### config.mk
export PLATFORM = sky130hd
export DESIGN_NAME = sdram_init_ref_ctrl_flat
export DESIGN_NICKNAME = d
export VERILOG_FILES = /design/src/rtl/sdram_pkg.sv /design/src/rtl/sdram_init_ref_ctrl_if.sv /design/src/rtl/sdram_wait_timer.sv /design/src/rtl/sdram_init_ref_ctrl.sv /design/src/flat_wrapper.sv
export SDC_FILE = /design/constraint.sdc
export NUM_CORES = 1
export LEC_CHECK = 0
export BUFFER_PORTS_ARGS = -buffer_cell sky130_fd_sc_hd__clkbuf_2
export CAP_MARGIN = 20
export CORE_MARGIN = 1
export CORE_UTILIZATION = 40
export DETAILED_ROUTE_END_ITERATION = 6
export GPL_TIMING_DRIVEN = 1
export PLACE_DENSITY = 0.56
export SLEW_MARGIN = 20
export SYNTH_ARGS = -nofsm -noshare
export SYNTH_HDL_FRONTEND = slang
export SYNTH_HIERARCHICAL = 1
export SYNTH_SLANG_ARGS = --single-unit
### constraint.sdc
create_clock -name clk -period 3.3 [get_ports clk]
set_input_delay 0.165 -clock clk [delete_from_list [all_inputs] [get_ports clk]]
set_output_delay 0.165 -clock clk [all_outputs]
set_load 0.05 [all_outputs]
### src/rtl/sdram_pkg.sv
// Shared types for the SDRAM init/refresh controller: command encodings,
// controller states and the address bit that selects PRECHARGE ALL.
package sdram_pkg;

  typedef enum logic [3:0] {
    CMD_INHIBIT      = 4'b1111,
    CMD_NOP          = 4'b0111,
    CMD_PRECHARGE    = 4'b0010,
    CMD_AUTO_REFRESH = 4'b0001,
    CMD_MRS          = 4'b0000
  } cmd_e;

  typedef enum logic [3:0] {
    ST_PWR_WAIT,
    ST_PRE,
    ST_WAIT_RP,
    ST_REF,
    ST_WAIT_RFC,
    ST_MRS,
    ST_WAIT_MRD,
    ST_IDLE,
    ST_HOST,
    ST_AREF,
    ST_AREF_WAIT
  } state_e;

  localparam int A10_BIT = 10;

  // The command cycle plus the wait state together span t cycles, so the
  // wait state's down-counter starts at t-2 (no wait state at all when t==1).
  function automatic int wait_load(int t);
    return (t > 2) ? t - 2 : 0;
  endfunction

endpackage

### src/rtl/sdram_init_ref_ctrl_if.sv
// Command bus and host arbitration signals between the init/refresh
// controller (master) and the command mux / host engine (slave).
interface sdram_init_ref_ctrl_if;
  import sdram_pkg::*;

  cmd_e        cmd;
  logic [11:0] addr;
  logic        init_done;
  logic        host_req;
  logic        host_gnt;
  logic        host_done;
  logic        ref_miss;

  modport master (
    output cmd, addr, init_done, host_gnt, ref_miss,
    input  host_req, host_done
  );

  modport slave (
    input  cmd, addr, init_done, host_gnt, ref_miss,
    output host_req, host_done
  );
endinterface

### src/rtl/sdram_wait_timer.sv
// Loadable down-counter that parks at zero; zero flags the end of a wait.
module sdram_wait_timer #(
  parameter int             W           = 16,
  parameter logic [W-1:0]   RESET_VALUE = '0
) (
  input  logic         clk,
  input  logic         n_rst,
  input  logic         load,
  input  logic [W-1:0] load_value,
  output logic         zero
);
  logic [W-1:0] count_reg;

  always_ff @(posedge clk or negedge n_rst) begin
    if (!n_rst) begin
      count_reg <= RESET_VALUE;
    end else if (load) begin
      count_reg <= load_value;
    end else if (count_reg != '0) begin
      count_reg <= count_reg - 1'b1;
    end
  end

  assign zero = (count_reg == '0);
endmodule

### src/rtl/sdram_init_ref_ctrl.sv
// SDRAM power-up init sequencer, periodic auto-refresh scheduler and
// command-bus arbiter between refresh and a single host engine.
module sdram_init_ref_ctrl
  import sdram_pkg::*;
#(
  parameter int          INIT_WAIT      = 10000,
  parameter int          T_RP           = 3,
  parameter int          T_RFC          = 7,
  parameter int          T_MRD          = 2,
  parameter int          INIT_REFRESHES = 8,
  parameter int          REFRESH_PERIOD = 780,
  parameter logic [11:0] MODE_VALUE     = 12'h033
) (
  input  logic                  clk,
  input  logic                  n_rst,
  sdram_init_ref_ctrl_if.master bus
);
  localparam int TW = $clog2(INIT_WAIT + T_RP + T_RFC + T_MRD + 1);
  localparam int RW = $clog2(REFRESH_PERIOD + 1);
  localparam int CW = $clog2(INIT_REFRESHES + 1);
  localparam logic [TW-1:0] LOAD_RP  = TW'(wait_load(T_RP));
  localparam logic [TW-1:0] LOAD_RFC = TW'(wait_load(T_RFC));
  localparam logic [TW-1:0] LOAD_MRD = TW'(wait_load(T_MRD));

  state_e        state_reg, state_next;
  logic          tmr_load;
  logic [TW-1:0] tmr_value;
  logic          tmr_zero;
  logic [CW-1:0] ref_cnt_reg, ref_cnt_next;
  logic          ref_last;
  logic [RW-1:0] rtmr_reg;
  logic          expiry, pending_reg, ref_due;
  cmd_e          cmd_reg, cmd_next;
  logic [11:0]   addr_reg, addr_next;
  logic          init_done_reg, host_gnt_reg, ref_miss_reg;

  sdram_wait_timer #(
    .W           (TW),
    .RESET_VALUE (TW'(INIT_WAIT - 1))
  ) u_wait_timer (
    .clk        (clk),
    .n_rst      (n_rst),
    .load       (tmr_load),
    .load_value (tmr_value),
    .zero       (tmr_zero)
  );

  // In REF the counter has not yet counted the refresh being issued.
  assign ref_last = (state_reg == ST_REF) ? (ref_cnt_reg == CW'(INIT_REFRESHES - 1))
                                          : (ref_cnt_reg == CW'(INIT_REFRESHES));
  assign expiry   = init_done_reg && (rtmr_reg == '0);
  assign ref_due  = pending_reg || expiry;

  always_ff @(posedge clk or negedge n_rst) begin
    if (!n_rst) begin
      state_reg   <= ST_PWR_WAIT;
      ref_cnt_reg <= '0;
    end else begin
      state_reg   <= state_next;
      ref_cnt_reg <= ref_cnt_next;
    end
  end

  always_comb begin
    state_next   = state_reg;
    tmr_load     = 1'b0;
    tmr_value    = '0;
    ref_cnt_next = ref_cnt_reg;
    case (state_reg)
      ST_PWR_WAIT: if (tmr_zero) state_next = ST_PRE;
      ST_PRE: begin
        tmr_load   = 1'b1;
        tmr_value  = LOAD_RP;
        state_next = (T_RP > 1) ? ST_WAIT_RP : ST_REF;
      end
      ST_WAIT_RP: if (tmr_zero) state_next = ST_REF;
      ST_REF: begin
        tmr_load     = 1'b1;
        tmr_value    = LOAD_RFC;
        ref_cnt_next = ref_cnt_reg + 1'b1;
        if (T_RFC > 1) state_next = ST_WAIT_RFC;
        else           state_next = ref_last ? ST_MRS : ST_REF;
      end
      ST_WAIT_RFC: if (tmr_zero) state_next = ref_last ? ST_MRS : ST_REF;
      ST_MRS: begin
        tmr_load   = 1'b1;
        tmr_value  = LOAD_MRD;
        state_next = (T_MRD > 1) ? ST_WAIT_MRD : ST_IDLE;
      end
      ST_WAIT_MRD: if (tmr_zero) state_next = ST_IDLE;
      ST_IDLE: begin
        if (ref_due)           state_next = ST_AREF;
        else if (bus.host_req) state_next = ST_HOST;
      end
      ST_HOST: if (bus.host_done) state_next = ST_IDLE;
      ST_AREF: begin
        tmr_load   = 1'b1;
        tmr_value  = LOAD_RFC;
        state_next = (T_RFC > 1) ? ST_AREF_WAIT : ST_IDLE;
      end
      ST_AREF_WAIT: if (tmr_zero) state_next = ST_IDLE;
      default: state_next = ST_PWR_WAIT;
    endcase
  end

  // Outputs are decoded from the next state so the registered pins line up
  // with the state they belong to.
  always_comb begin
    cmd_next  = CMD_NOP;
    addr_next = '0;
    case (state_next)
      ST_PWR_WAIT: cmd_next = CMD_INHIBIT;
      ST_PRE: begin
        cmd_next           = CMD_PRECHARGE;
        addr_next[A10_BIT] = 1'b1;
      end
      ST_REF, ST_AREF: cmd_next = CMD_AUTO_REFRESH;
      ST_MRS: begin
        cmd_next  = CMD_MRS;
        addr_next = MODE_VALUE;
      end
      default: cmd_next = CMD_NOP;
    endcase
  end

  always_ff @(posedge clk or negedge n_rst) begin
    if (!n_rst) begin
      cmd_reg       <= CMD_INHIBIT;
      addr_reg      <= '0;
      init_done_reg <= 1'b0;
      host_gnt_reg  <= 1'b0;
    end else begin
      cmd_reg       <= cmd_next;
      addr_reg      <= addr_next;
      init_done_reg <= init_done_reg || (state_next == ST_IDLE);
      host_gnt_reg  <= (state_next == ST_HOST);
    end
  end

  // Refresh interval timer holds its preload until init completes, then
  // free-runs; an expiry coinciding with the AREF clear wins.
  always_ff @(posedge clk or negedge n_rst) begin
    if (!n_rst) begin
      rtmr_reg     <= RW'(REFRESH_PERIOD - 1);
      pending_reg  <= 1'b0;
      ref_miss_reg <= 1'b0;
    end else begin
      if (!init_done_reg || expiry) rtmr_reg <= RW'(REFRESH_PERIOD - 1);
      else                          rtmr_reg <= rtmr_reg - 1'b1;
      if (expiry)                       pending_reg <= 1'b1;
      else if (state_reg == ST_AREF)    pending_reg <= 1'b0;
      ref_miss_reg <= expiry && pending_reg;
    end
  end

  assign bus.cmd       = cmd_reg;
  assign bus.addr      = addr_reg;
  assign bus.init_done = init_done_reg;
  assign bus.host_gnt  = host_gnt_reg;
  assign bus.ref_miss  = ref_miss_reg;
endmodule

### src/flat_wrapper.sv
// flat-port wrapper written by rule: the top's interface ports become plain ports
module sdram_init_ref_ctrl_flat import sdram_pkg::*;
#(
  parameter int          INIT_WAIT      = 10000,
  parameter int          T_RP           = 3,
  parameter int          T_RFC          = 7,
  parameter int          T_MRD          = 2,
  parameter int          INIT_REFRESHES = 8,
  parameter int          REFRESH_PERIOD = 780,
  parameter logic [11:0] MODE_VALUE     = 12'h033
)
  (clk, n_rst, bus_cmd, bus_addr, bus_init_done, bus_host_gnt, bus_ref_miss, bus_host_req, bus_host_done);
  sdram_init_ref_ctrl_if bus_i ();
  input  logic clk;
  input  logic n_rst;
  output wire logic [$bits(bus_i.cmd)-1:0] bus_cmd;
  output wire logic [$bits(bus_i.addr)-1:0] bus_addr;
  output wire logic [$bits(bus_i.init_done)-1:0] bus_init_done;
  output wire logic [$bits(bus_i.host_gnt)-1:0] bus_host_gnt;
  output wire logic [$bits(bus_i.ref_miss)-1:0] bus_ref_miss;
  input wire logic [$bits(bus_i.host_req)-1:0] bus_host_req;
  input wire logic [$bits(bus_i.host_done)-1:0] bus_host_done;
  assign bus_cmd = bus_i.cmd;
  assign bus_addr = bus_i.addr;
  assign bus_init_done = bus_i.init_done;
  assign bus_host_gnt = bus_i.host_gnt;
  assign bus_ref_miss = bus_i.ref_miss;
  assign bus_i.host_req = bus_host_req;
  assign bus_i.host_done = bus_host_done;
  sdram_init_ref_ctrl #(.INIT_WAIT(INIT_WAIT), .T_RP(T_RP), .T_RFC(T_RFC), .T_MRD(T_MRD), .INIT_REFRESHES(INIT_REFRESHES), .REFRESH_PERIOD(REFRESH_PERIOD), .MODE_VALUE(MODE_VALUE)) u_core (.clk(clk), .n_rst(n_rst), .bus(bus_i));
endmodule
==> run metrics <==
Peak supply drop ~0.33 mV; wire length per cell 12.4 µm; Bufs on Longest Clock Path 2; period utilization between 70 and 80%; CTS Buf Count 5; CTS clk-pin slew, worst paths 80 ps; NumNets Final 260; detailed placer's ending HPWL 2.89 mm; Ys Warns 6; postcts setup bufs 0; DRT antenna net count 0; All-Layer GR Usage between 10% and 20%; height of the chip 79.1 µm; Die X 79.1 µm; worst slew pin tran between 800 and 900 ps; outcome completed; met3 usage approximately 3.8%; vias in the first global route ~1500; Routability Congestion 0.725; CORE AREA 5610 µm²; grt ovf 0; synthesis-stage register bit count 42; met2 GRT Util 22.6%; cell area after synthesis 2380 µm²; Synth async-reset ratio 100%; CP endpoint u_core/bus.cmd[2]$_DFF_PN1_; CTS Sinks 42; antenna violations before repair 0; post-synth cell types 65; CTS tree yes; TritonRoute pass-1 iters 4; syn avg cell area 10.5 µm²; reg2reg setup slack 890 ps; max-slew violations 0; crit end category register; 1st-iter DRT viols 61; total number of vias 1629; TNS Setup 0 ps; crit path launch type register; Req. time, crit path 3510 ps; Setup violations, final 0; CTS root buffer clkbuf_8; first-pass GRT wire length 6.91 mm; IO Port Bufs 15; Clk Latency, worst-skew pair 290 ps; DRC viols 0; max_slew headroom ~44%; Largest register FFs 14; post-DR vias/cell 5.01; antenna cells 0; Die ar. 6260 µm²; clk_skew roughly 5 ps; sequential fraction of the synthesis area 45.1%; unrepaired setup endpoints after global routing no; reg2reg path depth 9; Hold Vio Cnt, Final 0; arrival time of the worst setup path 2610 ps; Hold Crit Class primary input to register; area grow syn2layout 9.95%; Lkg Pwr 0.00114 µW; Top Ports 23; MaxCap Viol Count 0; Synth Instances 227; Hold WS 285 ps; Site Rows 27; Min Clock Period, post-route ~2400 ps; FF-to-FF End u_core/bus.cmd[2]$_DFF_PN1_; Worst setup startpoint u_core/u_wait_timer/count_reg[0]$_DFFE_PN1P_; reg2reg start u_core/u_wait_timer/count_reg[0]$_DFFE_PN1P_; pin count of the biggest net entering global routing 28; wirelength, routed 4.04 mm; Peak Freq 0.415 GHz; Post-synth EDFFs 0; Crit Path Category register to register; htree depth 2; Main synth FF type dfrtp_1; layout cells sized above 1 roughly a quarter; Power Density 644 nW/µm²; Crit Path Max Fanout 6; busiest metal layer after global routing met2; initial cell density of the core 42.4%; GR Layer Usage met1 18.6%
[synthesized netlist by cell type (2+ instances only)]
cell,instances,area (µm²)
o21ai_0,2,10.0
nor3b_1,2,15.0
xnor2_1,19,166
nor4_1,3,18.8
nand2b_1,3,18.8
nor3_2,3,30.0
o21a_1,2,15.0
clkbuf_1,3,11.3
nor3_1,5,25.0
a21oi_1,6,30.0
nor2_1,16,60.1
inv_1,8,30.0
and2_1,2,12.5
ha_1,4,50.1
nand3b_1,2,15.0
xor2_1,3,26.3
nand3_1,5,25.0
nor2b_1,6,37.5
buf_4,13,97.6
a22o_1,7,61.3
nand4_1,3,18.8
or4_4,2,22.5
buf_6,2,22.5
nor4_2,2,25.0
o31ai_1,4,30.0
and3_1,2,12.5
nand2_1,20,75.1
dfrtp_1,25,626
dfstp_2,17,447
[cell type report]
class	count	area, µm²
fillers	557	2990
clock inverters	1	30.0
well taps	72	90.1
multi-input cells	175	1200
flip-flops and latches	42	1070
repair buffers	19	108
clock buffers	7	76.3
inverters	9	33.8
[power by group]
part | total, µW | switching (µW) | leakage [µW] | internal, µW
Combinational | 452 | 229 | 0.000577 | 223
Clock | 395 | 169 | 0.0000524 | 226
Sequential | 836 | 170 | 0.000506 | 666
[metrics by stage]
stage	power, µW	instances	setup slack, ps	cell area (µm²)	utilization (%)
after floorplan	1230	245	976	2440	-
after detailed placement	1300	316	912	2500	44.5
after CTS	1710	325	866	2610	46.6
after global routing	1800	325	624	2610	46.6
after global placement	1300	316	945	2500	44.5
final	1680	325	892	2610	46.6
[layout by cell type, fill, tap and decap left out, drive strengths merged, types with 4 or more instances in the layout]
cell type / count
inv: 9
dfstp: 17
nor2b: 6
a21oi: 6
dfrtp: 25
nor2: 17
conb: 19
clkbuf: 22
ha: 4
nand2: 20
a22o: 7
xnor2: 19
nand3: 5
nor3: 9
nand4: 4
o31ai: 4
nor4: 6
[worst min-delay path by stage]
stage	startpoint	end	slack, ps	cells after the start
global placement	n_rst	u_core/ref_cnt_reg[3]$_DFFE_PN0P_	110	1
floorplan	n_rst	u_core/bus.addr[10]$_DFF_PN0_	-130	0
global route	bus_host_req	u_core/state_reg[2]$_DFF_PN0_	290	3
finish	bus_host_req	u_core/state_reg[2]$_DFF_PN0_	280	3
detailed placement	n_rst	u_core/ref_cnt_reg[2]$_DFFE_PN0P_	100	1
CTS	bus_host_req	u_core/state_reg[2]$_DFF_PN0_	280	3
[cells by family after synthesis]
group / synth area share [%]
and+or+nand+nor: 25.1
DFF: 45.1
AOI/OAI and AO/OA: 11.8
buffers and inverters: 7.10
xor gates and xnor gates: 8.11
adders and majority gates: 2.11
other: 0.158
muxes: 0.474
[worst max-delay path, stage by stage (launching register included)]
cell and delay, ps:
dfstp_2 380, inv_1 80, ha_1 180, nor3b_4 310, and4_1 330, a311oi_1 120, a221o_2 310, and3_1 250
nor3_1 300, a21oi_1 70
[per-layer routing]
metal | part of all wire (%) | vias up
li1 | - | 815
met1 | 47 | 784
met2 | 48 | 22
met3 | 3.1 | 8
met4 | 2.0 | 0
met5 | 0 | -
[what timing repair did]
item,CTS,global route
hold buffers,1,0
hold endpoints to repair,11,0
endpoints found under the setup margin,0,0
resized for setup,0,0
(Power assumes the default switching activity.)
